$ cat src/rtl/i2c_wr_scheduler.sv
// ---------------------------------------------------------------------------
// i2c_wr_scheduler
//
// Shares one single-block-write I2C actuator among NUM_REQ requesters.
// A round-robin arbiter picks a pending requester while the actuator is idle.
// The scheduler then latches that requester's 7-bit target address and data
// byte. It issues the write command and waits for the actuator to finish. It
// retries after actuator errors, up to MAX_RETRY times. Every attempt is
// bounded by a TIMEOUT-cycle watchdog. Each request ends with a one-cycle
// done pulse, plus an error pulse on failure.
//
// Ports
//   clk          : clock, all logic on the rising edge
//   rst_n        : synchronous active-low reset
//   i_req        : level request per requester, held until its done pulse
//   i_taaddr     : packed 7-bit target addresses, requester k at [7k+6:7k]
//   i_wdata      : packed write bytes, requester k at [8k+7:8k]
//   o_gnt        : one-hot owner, high from ISSUE through RESP
//   o_done       : one-cycle completion pulse to the owner
//   o_err        : one-cycle failure pulse, coincident with o_done
//   o_busy       : high whenever the scheduler is not idle
//   o_apb_dv     : actuator command valid
//   o_write      : actuator write select, only high with o_apb_dv
//   o_taaddr6_0  : latched target address
//   o_wdata      : latched write byte
//   i_act_rdy    : actuator ready/busy-bar (1 = idle)
//   i_i2c_err    : actuator error indication
// ---------------------------------------------------------------------------
module i2c_wr_scheduler #(
  parameter int NUM_REQ   = 4,
  parameter int TIMEOUT   = 1023,
  parameter int MAX_RETRY = 2
) (
  input  logic                 clk,
  input  logic                 rst_n,
  input  logic [NUM_REQ-1:0]   i_req,
  input  logic [7*NUM_REQ-1:0] i_taaddr,
  input  logic [8*NUM_REQ-1:0] i_wdata,
  output logic [NUM_REQ-1:0]   o_gnt,
  output logic [NUM_REQ-1:0]   o_done,
  output logic [NUM_REQ-1:0]   o_err,
  output logic                 o_busy,
  output logic                 o_apb_dv,
  output logic                 o_write,
  output logic [6:0]           o_taaddr6_0,
  output logic [7:0]           o_wdata,
  input  logic                 i_act_rdy,
  input  logic                 i_i2c_err
);

  localparam int IDX_W = $clog2(NUM_REQ);
  localparam int TMR_W = $clog2(TIMEOUT + 1);
  // A zero-retry build still needs a 1-bit counter to keep the logic legal.
  localparam int RTY_W = (MAX_RETRY > 0) ? $clog2(MAX_RETRY + 1) : 1;

  localparam logic [TMR_W-1:0] TMR_LIMIT = TMR_W'(TIMEOUT);
  localparam logic [RTY_W-1:0] RTY_LIMIT = RTY_W'(MAX_RETRY);

  typedef enum logic [1:0] {
    S_IDLE  = 2'd0,
    S_ISSUE = 2'd1,
    S_WAIT  = 2'd2,
    S_RESP  = 2'd3
  } state_t;

  state_t             state_q;
  logic [IDX_W-1:0]   ptr_q;
  logic [IDX_W-1:0]   idx_q;
  logic [TMR_W-1:0]   timer_q;
  logic [RTY_W-1:0]   retry_q;
  logic               err_seen_q;
  logic [NUM_REQ-1:0] gnt_q;
  logic [NUM_REQ-1:0] done_q;
  logic [NUM_REQ-1:0] err_q;
  logic               busy_q;
  logic               apb_dv_q;
  logic               write_q;
  logic [6:0]         taaddr_q;
  logic [7:0]         wdata_q;

  // Unpack the per-requester operand buses.
  logic [6:0] addr_arr [NUM_REQ];
  logic [7:0] data_arr [NUM_REQ];

  for (genvar gi = 0; gi < NUM_REQ; gi++) begin : g_unpack
    assign addr_arr[gi] = i_taaddr[7*gi +: 7];
    assign data_arr[gi] = i_wdata[8*gi +: 8];
  end

  // Round-robin pick: scan from ptr+1 upward with wrap.
  // The last owner (ptr) is therefore checked last.
  logic             win_vld_d;
  logic [IDX_W-1:0] win_idx_d;
  logic [IDX_W-1:0] cand_d;

  always_comb begin
    win_vld_d = 1'b0;
    win_idx_d = '0;
    cand_d    = '0;
    for (int i = 1; i <= NUM_REQ; i++) begin
      cand_d = IDX_W'((int'(ptr_q) + i) % NUM_REQ);
      if (!win_vld_d && i_req[cand_d]) begin
        win_vld_d = 1'b1;
        win_idx_d = cand_d;
      end
    end
  end

  // An error on the sample that ends the attempt still counts for that attempt.
  logic err_now;
  assign err_now = err_seen_q | i_i2c_err;

  always_ff @(posedge clk) begin
    if (!rst_n) begin
      state_q    <= S_IDLE;
      ptr_q      <= IDX_W'(NUM_REQ - 1);
      idx_q      <= '0;
      timer_q    <= '0;
      retry_q    <= '0;
      err_seen_q <= 1'b0;
      gnt_q      <= '0;
      done_q     <= '0;
      err_q      <= '0;
      busy_q     <= 1'b0;
      apb_dv_q   <= 1'b0;
      write_q    <= 1'b0;
      taaddr_q   <= '0;
      wdata_q    <= '0;
    end else begin
      done_q <= '0;
      err_q  <= '0;
      case (state_q)
        S_IDLE: begin
          if (i_act_rdy && win_vld_d) begin
            state_q          <= S_ISSUE;
            idx_q            <= win_idx_d;
            gnt_q            <= '0;
            gnt_q[win_idx_d] <= 1'b1;
            taaddr_q         <= addr_arr[win_idx_d];
            wdata_q          <= data_arr[win_idx_d];
            retry_q          <= '0;
            err_seen_q       <= 1'b0;
            timer_q          <= '0;
            busy_q           <= 1'b1;
            apb_dv_q         <= 1'b1;
            write_q          <= 1'b1;
          end
        end

        S_ISSUE: begin
          if (timer_q == TMR_LIMIT) begin
            // The actuator never took the command: fail without retry.
            state_q       <= S_RESP;
            apb_dv_q      <= 1'b0;
            write_q       <= 1'b0;
            done_q[idx_q] <= 1'b1;
            err_q[idx_q]  <= 1'b1;
          end else begin
            timer_q <= timer_q + TMR_W'(1);
            if (!i_act_rdy) begin
              state_q  <= S_WAIT;
              apb_dv_q <= 1'b0;
              write_q  <= 1'b0;
            end
          end
        end

        S_WAIT: begin
          if (timer_q == TMR_LIMIT) begin
            state_q       <= S_RESP;
            done_q[idx_q] <= 1'b1;
            err_q[idx_q]  <= 1'b1;
          end else begin
            timer_q <= timer_q + TMR_W'(1);
            if (i_i2c_err) begin
              err_seen_q <= 1'b1;
            end
            if (i_act_rdy) begin
              if (err_now && (retry_q < RTY_LIMIT)) begin
                // Re-issue the same latched command with a fresh timer.
                state_q    <= S_ISSUE;
                retry_q    <= retry_q + RTY_W'(1);
                err_seen_q <= 1'b0;
                timer_q    <= '0;
                apb_dv_q   <= 1'b1;
                write_q    <= 1'b1;
              end else begin
                state_q       <= S_RESP;
                done_q[idx_q] <= 1'b1;
                err_q[idx_q]  <= err_now;
              end
            end
          end
        end

        S_RESP: begin
          state_q <= S_IDLE;
          ptr_q   <= idx_q;
          gnt_q   <= '0;
          busy_q  <= 1'b0;
        end

        default: begin
          state_q <= S_IDLE;
        end
      endcase
    end
  end

  assign o_gnt       = gnt_q;
  assign o_done      = done_q;
  assign o_err       = err_q;
  assign o_busy      = busy_q;
  assign o_apb_dv    = apb_dv_q;
  assign o_write     = write_q;
  assign o_taaddr6_0 = taaddr_q;
  assign o_wdata     = wdata_q;

endmodule

$ cat config.mk
export PLATFORM = sky130hd
export DESIGN_NAME = i2c_wr_scheduler
export DESIGN_NICKNAME = d
export VERILOG_FILES = /design/src/rtl/i2c_wr_scheduler.sv
export SDC_FILE = /design/constraint.sdc
export NUM_CORES = 1
export LEC_CHECK = 0
export BUFFER_PORTS_ARGS = -buffer_cell sky130_fd_sc_hd__buf_4
export CORE_UTILIZATION = 54
export CTS_CLUSTER_DIAMETER = 120
export CTS_CLUSTER_SIZE = 30
export DETAILED_ROUTE_END_ITERATION = 8
export GPL_TIMING_DRIVEN = 0
export PLACE_DENSITY = 0.95
export REMOVE_ABC_BUFFERS = 1
export SYNTH_ARGS = -nofsm -noshare
export SYNTH_HDL_FRONTEND = slang
export SYNTH_SLANG_ARGS = --single-unit
$ cat constraint.sdc
create_clock -name clk -period 3.6 [get_ports clk]
set_input_delay 0.72 -clock clk [delete_from_list [all_inputs] [get_ports clk]]
set_output_delay 0.72 -clock clk [all_outputs]
set_load 0.02 [all_outputs]
## Yosys cells after proc, flatten, opt, wreduce, memory -nomap -nowiden

Index checks and enable logic that the tools add are counted.

- Bits in registers: 48
- Latch bits: 0
- Bits in writable memories: 0
- Bits in read-only memories: 0
- Input port bits: 68
- Output and inout port bits: 30
- Memories kept: 0

- Add/sub/neg operators: 6
- $mul: 0
- Div/mod/pow operators: 0
- Magnitude comparators: 10
- Equality and inequality tests: 11
- Shifts and indexed selects: 0
- Multiplexer cells: 69
- Bitwise operators: 3
- Reduce and logical (&&, ||, !) cells: 21

Operators by type and width:

| kind | number |
|---|---|
| $mux 10 | 5 |
| $mux 4 | 8 |
| $pmux 10 s3 | 1 |
| $mux 2 | 14 |
| $pmux 4 s2 | 3 |
| $mux 1 | 21 |
| $lt 2x3->1 const B | 6 |
| $bmux 8 s2 | 1 |
| $mux 8 | 2 |
| $bmux 7 s2 | 1 |
| $mux 7 | 2 |
| $add 10x1->10 const B | 1 |
| $eq 10x10->1 const B | 1 |
| $ne 2x2->1 const B | 5 |
| $bmux 1 s2 | 4 |
| $pmux 2 s4 | 1 |
| $logic_and 1x1->1 | 7 |
| $add 2x1->2 const B | 3 |
| $ne 3x3->1 const B | 2 |
| $reduce_and 3->1 | 2 |
| $reduce_and 6->1 | 1 |
| $reduce_and 5->1 | 1 |
| $add 2x2->2 const B | 2 |
| $and 4x4->4 | 1 |
| other kinds (17) | 25 |

## Depth between registers and ports, before layout

- Depth in word-level cells: 19
- Mapped depth: 8
- Gate-level depth less buffers: 7

## Least setup slack after synthesis

No wires, ideal clock.

- Kind: input port to flip-flop
- Start point: input port i_req[1]
- End point: register taaddr_q[0], in the netlist o_taaddr6_0[0]
- Data arrival time: 1.823 ns
- Required time: 3.472 ns
- Path slack: 1.649 ns
- Stages: 6
- Cells stage by stage: or4_4 > nand4_1 > or2_1 > buf_4 > buf_6 > o211ai_2

- Cells in the longest elaborated chain, start to end: 16

Ends and longest elaborated chain:

| item | RTL line | RTL |
|---|---|---|
| start, declared | 36 | `input logic [NUM_REQ-1:0] i_req,` |
| $bmux 1 s2 | 102 | `if (!win_vld_d && i_req[cand_d]) begin` |
| $mux 1 (not written as such) | 102 |  |
| $mux 1 | 102 |  |
| $logic_not 1->1 | 102 |  |
| $logic_and 1x1->1 | 102 |  |
| $mux 1 | 102 |  |
| $logic_not 1->1 | 102 |  |
| $logic_and 1x1->1 | 102 |  |
| $mux 1 | 102 |  |
| $logic_not 1->1 | 102 |  |
| $logic_and 1x1->1 | 102 |  |
| $mux 2 | 102 |  |
| $not 2->3 (not written as such) | 139 | `taaddr_q <= addr_arr[win_idx_d];` |
| $bmux 7 s2 | 139 |  |
| $mux 7 (not written as such) (2 in a row) | 139 |  |
| end signal, assigned | 139 |  |
| end, declared | 78 | `logic [6:0] taaddr_q;` |

Several ways; a longest one is shown, not always the timed one. The select of a mux whose other input is x is not followed.
A chain may end at the register's enable or synchronous reset.

## Worst setup path in the final report

- Start point: input port i_req[1]
- End point: register taaddr_q[4], in the netlist o_taaddr6_0[4]

Same word-level chain as after synthesis.

==> metrics.txt <==
status=completed; Cell Int Power=1.11 mW; Setup TNS Final=0 ns; Cell Area, Synth=2880 um^2; Synth Instances=340; htree depth=2; path depth of the worst reg2reg path=5; Hold Buf Count CTS=0; post-DP HPWL=5270 um; Sequential cell area=961 um^2; Avg Cell Area, Syn=around 8.5 um^2; WL final=between 7000 and 8000 um; fin nets=approximately 490; Chip Height=roughly 75 um; Slew headroom=approximately 33%; min-delay src=o_taaddr6_0[6]$_SDFFE_PN0P_; CP Cell Sequence=buf_4, nand2b_1, a21o_1, and3_1, mux2i_1, o211ai_2; Slew Limit Fails=0; total gr overflow=0; initial DRC count=roughly 170; worst hold path cell count=2; clk slew on worst S/H paths=0.09 ns; f_max=341 MHz; period utilisation layout=between 80% and 90%; CTS Root Cell=clkbuf_8; gr busiest metal=met2; final hold slack=0.477 ns; DRT Pass-1 Iters=4; CP Launch Type=primary input; total clock buffers created by CTS=5; Post-Route Utilization=between 70% and 80%; number of port buffers=between 90 and 100; Cell Area, Placed=between 3000 and 4000 um^2; synth warn=0; Final Instance Area=3680 um^2; crit path kind=in -> reg; CP Max Fanout=33; Switching Fraction=approximately 37%; grt met2 use=a little over two fifths; Initial Utilization=56.4%; actual slew at the worst max-slew pin=roughly 1 ns; Layout Skew=between 0.006 and 0.007 ns; top-area cell type share of the netlist area=33.4%; multi-input logic area=roughly 1700 um^2; post-synthesis sequential area ratio=about a third; Reg-to-Reg Start=ptr_q[0]$_SDFFE_PN1P_; Routed Antenna Nets=0; ratio of cells with drive above 1 in the final layout=32.9%; dominant cells by area after synthesis=dfxtp_1 33%, mux2i_1 6.3%, o21ai_0 5.4%; clock share of power=23.1%; number of global-route vias before repair=2413; crit end category=flop; NetSw=0.639 mW; grt met3 use=3.88%; wire length of the first global-routing pass=between 10000 and 15000 um; GPL Wtd Cong=about 0.85; Clock Latency Late Sink=around 0.3 ns; Critical Path RT=about 3.8 ns; most common cell after layout, fill and taps aside=buf_4; worst path arrival time=3.10 ns; DIE WIDTH=around 75 um; Die ar.=5630 um^2; area of the core=about 5100 um^2; Hold Path Sink=o_taaddr6_0[6]$_SDFFE_PN0P_; Remaining DRCs=0; RSZ-0062 raised after global routing=no; Max Cap Viol=0; CTS tree=done; P&R area growth vs syn=27.7%; cell accounting for the most synthesized area=dfxtp_1; final setup fails=0; FILL cells=378; Worst R2R Setup Slack=just under 0.8 ns; LEAKAGE=1.62 nW; worst-path cell with the longest stage delay=and3_1; total number of vias=2805; Cell Rows=26; antenna cell count=0; WL per Instance=~15 um; Cell variety after synth=slightly above 50; Largest stage delay, worst path=between 0.9 and 1 ns; Max Buffers Root-to-Sink=2; HP Class=reg -> reg; Main synth FF type=dfxtp_1; Reg-to-Reg End=o_taaddr6_0[4]$_SDFFE_PN0P_; largest net degree at the start of global routing=34; Clock Sink Count=48; number of gates resized after cts=0; Comb power frac=roughly two fifths; most frequent cells in the layout=97 x buf_4, 48 x dfxtp_1, 31 x o21ai_0, 24 x inv_1, 20 x nand2_1; initial antenna violation count=0; average via count per standard cell=about 5.7; asr flop ratio synth=0%; # Post-CTS Setup Buffers=0; Fin. Hold Viols=0; Tmin final=between 2 and 3 ns; total track usage=between 20% and 30%; I/O pin count=98; Yosys reg bits=between 40 and 50; part of the power in registers=37.9%; PD cells=between 400 and 500 nW/um^2; met1 usage=between 30% and 40%; Post-synth EDFFs=0; maximum VDD drop=372 uV
layer usage:
layer,share of wire (%),vias up
met1,41,1293
li1,-,1397
met3,5.3,15
met2,52,100
met5,0,-
met4,1.8,0
worst max-delay path by stage:
stage                                        to  startpoint  slack [ns]
finish              o_taaddr6_0[4]$_SDFFE_PN0P_    i_req[1]        0.67
global route            o_wdata[0]$_SDFFE_PN0P_    i_req[1]        0.52
CTS                 o_taaddr6_0[4]$_SDFFE_PN0P_    i_req[1]        0.70
detailed placement  o_taaddr6_0[4]$_SDFFE_PN0P_    i_req[1]        0.40
global placement    o_taaddr6_0[4]$_SDFFE_PN0P_    i_req[1]       -0.14
floorplan           o_taaddr6_0[0]$_SDFFE_PN0P_    i_req[1]        0.70
through the flow:
stage | cells | power [mW] | worst slack, ns
after floorplan | 314 | 1.10 | 0.701
after global placement | 481 | 1.32 | -0.141
after detailed placement | 482 | 1.35 | 0.401
after CTS | 490 | 1.75 | 0.695
after global routing | 490 | 1.84 | 0.524
final | 490 | 1.75 | 0.668
final cells by class:
class                           count  area share (%)
Tap cell                           70            2.38
Multi-Input combinational cell    242            45.7
Inverter                           24            2.45
Timing Repair Buffer               98            20.2
Sequential cell                    48            26.1
Clock buffer                        5            1.87
Clock inverter                      3            1.29
cells in the mapped netlist, types with 2 or more instances:
master,count
dfxtp_1,48
o21ai_0,31
inv_1,24
nand2_1,20
a31oi_1,19
mux2i_1,18
and4_1,17
nor2_1,17
clkbuf_1,15
nand2_2,11
nor2b_1,11
o211ai_2,10
a21oi_1,9
nand2b_1,8
nand3_1,7
o31ai_1,7
ha_1,6
o211ai_1,6
and2_1,5
buf_4,5
a32oi_1,4
nor3_1,4
buf_6,3
nand4_1,3
a2111oi_0,2
a21boi_1,2
a21o_1,2
and3_1,2
buf_2,2
registers in the layout, indices dropped and copies added (netlist names), 2 cells and up:
signal       flops
retry_q          2
ptr_q            2
idx_q            2
o_gnt            4
o_done           4
o_taaddr6_0      7
timer_q         10
o_err            4
o_wdata          8
state_q          2
power by group through the flow:
stage	combinational (mW)	clock, mW	sequential, mW
floorplan	0.367	0	0.732
global placement	0.653	0	0.667
detailed placement	0.673	0	0.674
CTS	0.678	0.406	0.662
global route	0.740	0.430	0.672
finish	0.681	0.404	0.662
worst max-delay path: cells and delay by family:
family	cells	cell delay, ns
AOI/OAI and AO/OA	2	0.83
buffers and inverters	1	0.14
muxes	1	0.36
and+or+nand+nor	2	1.05
logic make-up after synthesis:
logic type,synth area share [%]
AND/OR/NAND/NOR,23.1
AO/OA/AOI/OAI,25.9
buffers and inverters,8.43
flip-flops,33.4
multiplexers,6.65
adder cells (fa/ha/maj),2.61
No activity file was read; power rests on OpenSTA's default activity.
